==> src/rtl/std_cache_pkg.sv <==
// Shared dcache/store-buffer types: the cache port request/response structs and the
// committed-store entry and drain-state encodings used by std_store_buffer.
package std_cache_pkg;

  localparam int unsigned SB_DEPTH           = 8;
  localparam int unsigned SB_PADDR_WIDTH     = 56;
  localparam int unsigned DCACHE_INDEX_WIDTH = 12;
  localparam int unsigned DCACHE_TAG_WIDTH   = SB_PADDR_WIDTH - DCACHE_INDEX_WIDTH;

  typedef struct packed {
    logic [DCACHE_INDEX_WIDTH-1:0] address_index;
    logic [DCACHE_TAG_WIDTH-1:0]   address_tag;
    logic [63:0]                   data_wdata;
    logic                          data_req;
    logic                          data_we;
    logic [7:0]                    data_be;
    logic [1:0]                    data_size;
    logic                          kill_req;
    logic                          tag_valid;
  } dcache_req_i_t;

  typedef struct packed {
    logic        data_gnt;
    logic        data_rvalid;
    logic [63:0] data_rdata;
  } dcache_req_o_t;

  typedef struct packed {
    logic [SB_PADDR_WIDTH-1:0] paddr;
    logic [63:0]               data;
    logic [7:0]                be;
    logic [1:0]                size;
  } sb_entry_t;

  typedef enum logic [1:0] {
    IDLE = 2'd0,
    REQ  = 2'd1,
    TAG  = 2'd2
  } sb_state_e;

endpackage

==> src/rtl/sb_match.sv <==
// Load-vs-buffered-store compare: per-entry doubleword/byte-overlap conflict, plus the
// youngest-hit forwarding select that exists only when STD_STORE_BUF_FWD_EN is defined.
module sb_match #(
  parameter int unsigned DEPTH = 8,
  parameter int unsigned DW_W  = 53
) (
  input  logic [$clog2(DEPTH)-1:0]   head_i,
  input  logic [$clog2(DEPTH):0]     count_i,
  input  logic [DEPTH-1:0][DW_W-1:0] dw_i,
  input  logic [DEPTH-1:0][7:0]      be_i,
  input  logic [DEPTH-1:0][63:0]     data_i,
  input  logic [DW_W-1:0]            ld_dw_i,
  input  logic [7:0]                 ld_be_i,
  output logic                       conflict_o,
  output logic                       fwd_valid_o,
  output logic [63:0]                fwd_data_o
);

  localparam int unsigned PTR_W = $clog2(DEPTH);
  localparam int unsigned CNT_W = PTR_W + 1;

  logic [DEPTH-1:0] dw_hit;
  logic [DEPTH-1:0] overlap;
  logic [PTR_W-1:0] age;

  // A slot is live when its age relative to head is below the occupancy count.
  always_comb begin
    dw_hit  = '0;
    overlap = '0;
    age     = '0;
    for (int unsigned i = 0; i < DEPTH; i++) begin
      age        = PTR_W'(i) - head_i;
      dw_hit[i]  = (CNT_W'(age) < count_i) && (dw_i[i] == ld_dw_i);
      overlap[i] = dw_hit[i] && ((be_i[i] & ld_be_i) != 8'h00);
    end
  end

  assign conflict_o = |overlap;

`ifdef STD_STORE_BUF_FWD_EN
  logic [PTR_W-1:0] yng_idx;
  logic [PTR_W-1:0] idx;
  logic             yng_hit;

  // Walk oldest to youngest; the last live doubleword hit wins.
  always_comb begin
    yng_hit = 1'b0;
    yng_idx = '0;
    idx     = '0;
    for (int unsigned k = 0; k < DEPTH; k++) begin
      idx = head_i + PTR_W'(k);
      if (dw_hit[idx]) begin
        yng_hit = 1'b1;
        yng_idx = idx;
      end
    end
  end

  assign fwd_valid_o = yng_hit && ((be_i[yng_idx] & ld_be_i) == ld_be_i) && (ld_be_i != 8'h00);
  assign fwd_data_o  = fwd_valid_o ? data_i[yng_idx] : 64'h0;
`else
  logic unused_data_w;
  assign unused_data_w = ^data_i;
  assign fwd_valid_o   = 1'b0;
  assign fwd_data_o    = 64'h0;
`endif

endmodule

==> src/rtl/std_store_buffer.sv <==
// Committed-store FIFO ahead of the dcache store port; drains oldest-first via index/grant/tag.
// Define STD_STORE_BUF_FWD_EN to build store-to-load forwarding from the youngest matching entry.
module std_store_buffer
  import std_cache_pkg::*;
#(
  parameter int unsigned DEPTH       = SB_DEPTH,
  parameter int unsigned PADDR_WIDTH = SB_PADDR_WIDTH,
  parameter int unsigned INDEX_WIDTH = DCACHE_INDEX_WIDTH
) (
  input  logic                   clk_i,
  input  logic                   rst_ni,
  input  logic                   clr_i,
  input  logic                   push_valid_i,
  output logic                   push_ready_o,
  input  logic [PADDR_WIDTH-1:0] push_paddr_i,
  input  logic [63:0]            push_data_i,
  input  logic [7:0]             push_be_i,
  input  logic [1:0]             push_size_i,
  input  logic [PADDR_WIDTH-1:0] ld_paddr_i,
  input  logic [7:0]             ld_be_i,
  output logic                   ld_conflict_o,
  output logic                   ld_fwd_valid_o,
  output logic [63:0]            ld_fwd_data_o,
  output logic                   empty_o,
  output dcache_req_i_t          dcache_req_o,
  input  dcache_req_o_t          dcache_rsp_i
);

  localparam int unsigned PTR_W = $clog2(DEPTH);
  localparam int unsigned CNT_W = PTR_W + 1;
  localparam int unsigned DW_W  = PADDR_WIDTH - 3;

  sb_entry_t        mem_q [DEPTH];
  sb_entry_t        push_ent;
  sb_entry_t        head_ent;
  sb_state_e        state_q, state_d;
  logic [PTR_W-1:0] head_q, head_d;
  logic [PTR_W-1:0] tail_q, tail_d;
  logic [CNT_W-1:0] count_q, count_d;
  logic             push_fire;
  logic             pop;

  logic [DEPTH-1:0][DW_W-1:0] ent_dw;
  logic [DEPTH-1:0][7:0]      ent_be;
  logic [DEPTH-1:0][63:0]     ent_data;

  logic unused_rsp_w;
  assign unused_rsp_w = ^{dcache_rsp_i.data_rvalid, dcache_rsp_i.data_rdata};

  // Ready depends only on the registered count, never on the cache grant.
  assign push_ready_o = (count_q != CNT_W'(DEPTH));
  assign push_fire    = push_valid_i & push_ready_o;
  assign pop          = (state_q == TAG);
  assign empty_o      = (count_q == '0) && (state_q == IDLE);
  assign head_ent     = mem_q[head_q];

  always_comb begin
    push_ent       = '0;
    push_ent.paddr = SB_PADDR_WIDTH'(push_paddr_i);
    push_ent.data  = push_data_i;
    push_ent.be    = push_be_i;
    push_ent.size  = push_size_i;
  end

  // Storage is not reset; occupancy is tracked solely by head/count.
  always_ff @(posedge clk_i) begin
    if (push_fire) begin
      mem_q[tail_q] <= push_ent;
    end
  end

  always_ff @(posedge clk_i or negedge rst_ni) begin
    if (!rst_ni) begin
      state_q <= IDLE;
      head_q  <= '0;
      tail_q  <= '0;
      count_q <= '0;
    end else begin
      state_q <= state_d;
      head_q  <= head_d;
      tail_q  <= tail_d;
      count_q <= count_d;
    end
  end

  // Drain FSM next-state and cache request; clear overrides everything.
  always_comb begin
    state_d      = state_q;
    head_d       = head_q;
    tail_d       = tail_q;
    count_d      = count_q + CNT_W'(push_fire) - CNT_W'(pop);
    dcache_req_o = '0;
    if (push_fire) begin
      tail_d = tail_q + PTR_W'(1);
    end
    if (pop) begin
      head_d = head_q + PTR_W'(1);
    end
    unique case (state_q)
      IDLE: begin
        if (count_q != '0) begin
          state_d = REQ;
        end
      end
      REQ: begin
        dcache_req_o.data_req      = 1'b1;
        dcache_req_o.data_we       = 1'b1;
        dcache_req_o.address_index = DCACHE_INDEX_WIDTH'(head_ent.paddr[INDEX_WIDTH-1:0]);
        dcache_req_o.data_wdata    = head_ent.data;
        dcache_req_o.data_be       = head_ent.be;
        dcache_req_o.data_size     = head_ent.size;
        if (dcache_rsp_i.data_gnt) begin
          state_d = TAG;
        end
      end
      TAG: begin
        dcache_req_o.tag_valid   = 1'b1;
        dcache_req_o.address_tag = DCACHE_TAG_WIDTH'(head_ent.paddr >> INDEX_WIDTH);
        state_d                  = (count_d != '0) ? REQ : IDLE;
      end
      default: state_d = IDLE;
    endcase
    if (clr_i) begin
      state_d = IDLE;
      head_d  = '0;
      tail_d  = '0;
      count_d = '0;
    end
  end

  always_comb begin
    for (int unsigned i = 0; i < DEPTH; i++) begin
      ent_dw[i]   = DW_W'(mem_q[i].paddr >> 3);
      ent_be[i]   = mem_q[i].be;
      ent_data[i] = mem_q[i].data;
    end
  end

  sb_match #(
    .DEPTH (DEPTH),
    .DW_W  (DW_W)
  ) u_sb_match (
    .head_i      (head_q),
    .count_i     (count_q),
    .dw_i        (ent_dw),
    .be_i        (ent_be),
    .data_i      (ent_data),
    .ld_dw_i     (DW_W'(ld_paddr_i >> 3)),
    .ld_be_i     (ld_be_i),
    .conflict_o  (ld_conflict_o),
    .fwd_valid_o (ld_fwd_valid_o),
    .fwd_data_o  (ld_fwd_data_o)
  );

endmodule

==> config.mk <==
export PLATFORM = sky130hd
export DESIGN_NAME = std_store_buffer
export DESIGN_NICKNAME = d
export VERILOG_FILES = /design/src/rtl/std_cache_pkg.sv /design/src/rtl/sb_match.sv /design/src/rtl/std_store_buffer.sv
export SDC_FILE = /design/constraint.sdc
export NUM_CORES = 1
export LEC_CHECK = 0
export BUFFER_PORTS_ARGS = -buffer_cell sky130_fd_sc_hd__buf_2
export CAP_MARGIN = 10
export CORE_ASPECT_RATIO = 0.75
export CORE_MARGIN = 10
export CORE_UTILIZATION = 50
export DETAILED_ROUTE_END_ITERATION = 8
export GPL_ROUTABILITY_DRIVEN = 0
export PLACE_DENSITY = 0.69
export SYNTH_ARGS = -nofsm -noshare
export SYNTH_HDL_FRONTEND = slang
export SYNTH_HIERARCHICAL = 1
export SYNTH_SLANG_ARGS = --single-unit
==> constraint.sdc <==
create_clock -name clk_i -period 17 [get_ports clk_i]
set_input_delay 0 -clock clk_i [delete_from_list [all_inputs] [get_ports clk_i]]
set_output_delay 0 -clock clk_i [all_outputs]
set_load 0.1 [all_outputs]
==> results.md <==
* Sink Count at 1052
* Final ANT Viol Nets at 0
* Crit. End Element: primary output
* Worst-case vdd ir drop at 126.0 uV
* Initial antenna violation count at 25
* Synth top area share at 67.27%
* Rows at 96
* Static leakage at 17.08 nW
* Largest net degree at the start of global routing at 120
* Adder-Cell Fraction of Synth Area at 0.6360%
* Netlist Area Pre-Place at 46430 um2
* Proportion of synthesized chip area in sequential cells at 67.92%
* CTS Root Cell: clkbuf_16
* Top cells by area, synth: edfxtp_1, mux4_2, xnor2_1
* DRT iter0 DRCs at 3110
* Worst R2R Path Depth at 7
* Sequential power share at 45.6%
* H-tree level count at 3
* DRT Pass-1 Iters at 6
* Synth cell types at 42
* Post-synth EDFFs at 1040
* Post-synthesis cell count at 2526
* Worst slew pin tran at 1.123 ns
* Period minus WS final at 5.675 ns
* Pwr Total at 6.702 mW
* CORE AREA at 91770 um2
* Most common cell in the netlist: edfxtp_1
* Switching power at 2.102 mW
* Setup TNS at 0 ns
* WHS Path Cells at 2
* Die Wd at 371.9 um
* IO buf count at 331
* Die Ht at 283.9 um
* WL/cell at 31.01 um
* Cell-internal power at 4.601 mW
* Critical path class: flop to primary output
* F_max at 0.1762 GHz
* Synthesized flop and latch total at 1052
* Xor/xnor cell area share of the yosys netlist at 8.150%
* CTS tree: yes
* Top cell type by total area after synthesis: edfxtp_1
* Unrepaired setup endpoints after global routing: false
* DR vias at 26080
* Slew HR at 25.15%
* Outcome: finished, final reports clean
* Gr usage total at 24.79%
* Avg Inst Size Synth at 18.38 um2
* Max Cap Viol at 0
* Total Die Area at 105600 um2
* Reg clk slew, reported paths at 0.06 ns
* Min-Delay Path Class: primary input to flop
* Total global routing overflow at 0
* Critical path arrival at 5.68 ns
* CTS resizes at 0
* Post-route cell area at 53410 um2
* Via density at 6.074
* Inserted Clock Buffers at 102
* Worst skew pair latency at 0.71 ns
* Synth Flop Type: edfxtp_1
* Clock tree buffer depth at 3
* Post-synth top cells: edfxtp_1, xnor2_1, mux4_2, nor2_1, mux2i_1
* Clock Skew at 0.06375 ns
* Clock power frac at 33.3%
* CP Max Fanout at 48
* Synth Area in Compound Gates at 0.9945%
* Pwr dens at 125.5 nW/um2
* DP Area at 48730 um2
* Post-synthesis mux area share at 15.44%
* Worst setup SP type: flop
* First-pass GRT wire length at 190.3 mm
* Asr flop ratio synth at 1.141%
* Final critical-path share of the clock period at 33.38%
* Worst EP required at 17.00 ns
* IO Pins at 466
* Synth Warn # at 6
* Vias in the first global route at 25920
* Gate power share at 21.1%
* Switch share at 31.36%
* Endpoints failing setup at 0
* Simple-gate share of the synthesized area at 3.477%
* Net count, final at 3264
* Share of layout cells above drive strength 1 at 25.73%
* Main combinational cell family by area after synthesis: multiplexers
* Area growth syn-to-layout at 15.05%
* HPWL after DPL at 89.51 mm
* Fin. Hold Viols at 0
* Max Transition Viols Final at 0
* WL final at 133.2 mm
* Initial core utilization at 50.59%
* # DRC at 0
logic make-up after synthesis:
group | after synthesis
mux | 391
other cells | 2
xor+xnor | 432
fa+ha+maj | 23
simple gates | 325
compound gates | 63
flops | 1052
buf+inv | 238
per-layer routing:
| metal | up-vias | wire length (um) | track usage (%) |
|---|---|---|---|
| met5 | - | 207 | 0 |
| met4 | 30 | 3640 | 6.519 |
| met3 | 262 | 16810 | 7.794 |
| met2 | 1451 | 60540 | 37.30 |
| met1 | 13620 | 51960 | 34.84 |
| li1 | 10720 | - | - |
worst max-delay path, stage by stage (launching register included):
cell	delay, ns
dfrtp_4	0.94
buf_4	0.90
buf_4	0.86
buf_4	0.88
mux4_2	0.37
mux2i_1	0.07
nor2_1	0.35
buf_2	0.51
metrics by stage:
step / setup slack [ns] / utilization (%) / cells / hold WS [ns]
after floorplan: 5.249 / - / 2590 / -0.2956
after global placement: 11.85 / 53.10 / 3962 / -0.09599
after detailed placement: 11.77 / 53.10 / 3962 / -0.09325
after CTS: 11.06 / 58.18 / 4284 / 0.04707
after global routing: 10.70 / 58.18 / 4287 / 0.1006
final: 11.32 / 58.20 / 4294 / 0.09855
placed cells by master (no fill, tap or decap), types with 10 or more instances in the layout:
cell,synthesis,routed
edfxtp_1,1040,1040
buf_2,40,331
xnor2_1,317,317
mux4_2,260,260
nor2_1,152,146
dlygate4sd3_1,0,136
mux2i_1,131,131
xor2_1,115,115
clkbuf_16,0,102
nand4_1,89,89
conb_1,2,66
nor4_1,42,42
buf_4,121,34
a22oi_1,32,32
clkbuf_1,34,25
ha_1,22,22
clkinv_1,0,19
inv_1,17,17
clkinv_2,0,17
nand3_1,14,14
a21oi_1,13,13
diode_2,0,10
worst paths after layout:
check / from / endpoint / slack, ns
max reg2reg: count_q[3] / mem_q[2][62] / 13.07
min reg2reg: tail_q[0] / tail_q[0] / 0.60
min in group asynchronous: rst_ni / count_q[0] / 0.47
min: push_paddr_i[49] / mem_q[2][123] / 0.1
max in group asynchronous: rst_ni / head_q[1] / 16.09
max: head_q[0] / dcache_req_o[53] / 11.32
registers in the layout, indices dropped and copies added (netlist names):
signal / cells
mem_q: 1040
count_q: 4
head_q: 3
tail_q: 3
state_q: 2
final cells by class:
class	count	area [um2]
Fill cell	6917	38360
Timing Repair Buffer	503	3313
Sequential cell	1052	31540
Clock buffer	128	2660
Antenna cell	10	25.02
Tap cell	1225	1533
Inverter	18	67.56
Multi-Input combinational cell	1300	13630
Clock inverter	58	638.1
power groups by stage:
stage	sequential [mW]	combinational (mW)	clock [mW]
after floorplan	3.12	1.06	0
after global placement	3.10	1.37	0
after detailed placement	3.11	1.38	0
after CTS	3.06	1.41	2.27
after global routing	3.07	1.47	2.37
final	3.06	1.41	2.23
timing repair:
item / CTS / global route
hold buffers: 136 / 0
setup endpoints to repair: 0 / 0
buffers inserted: 0 / 0
endpoints found under the hold margin: 1064 / 0
Power figures use the tool's default switching activity.
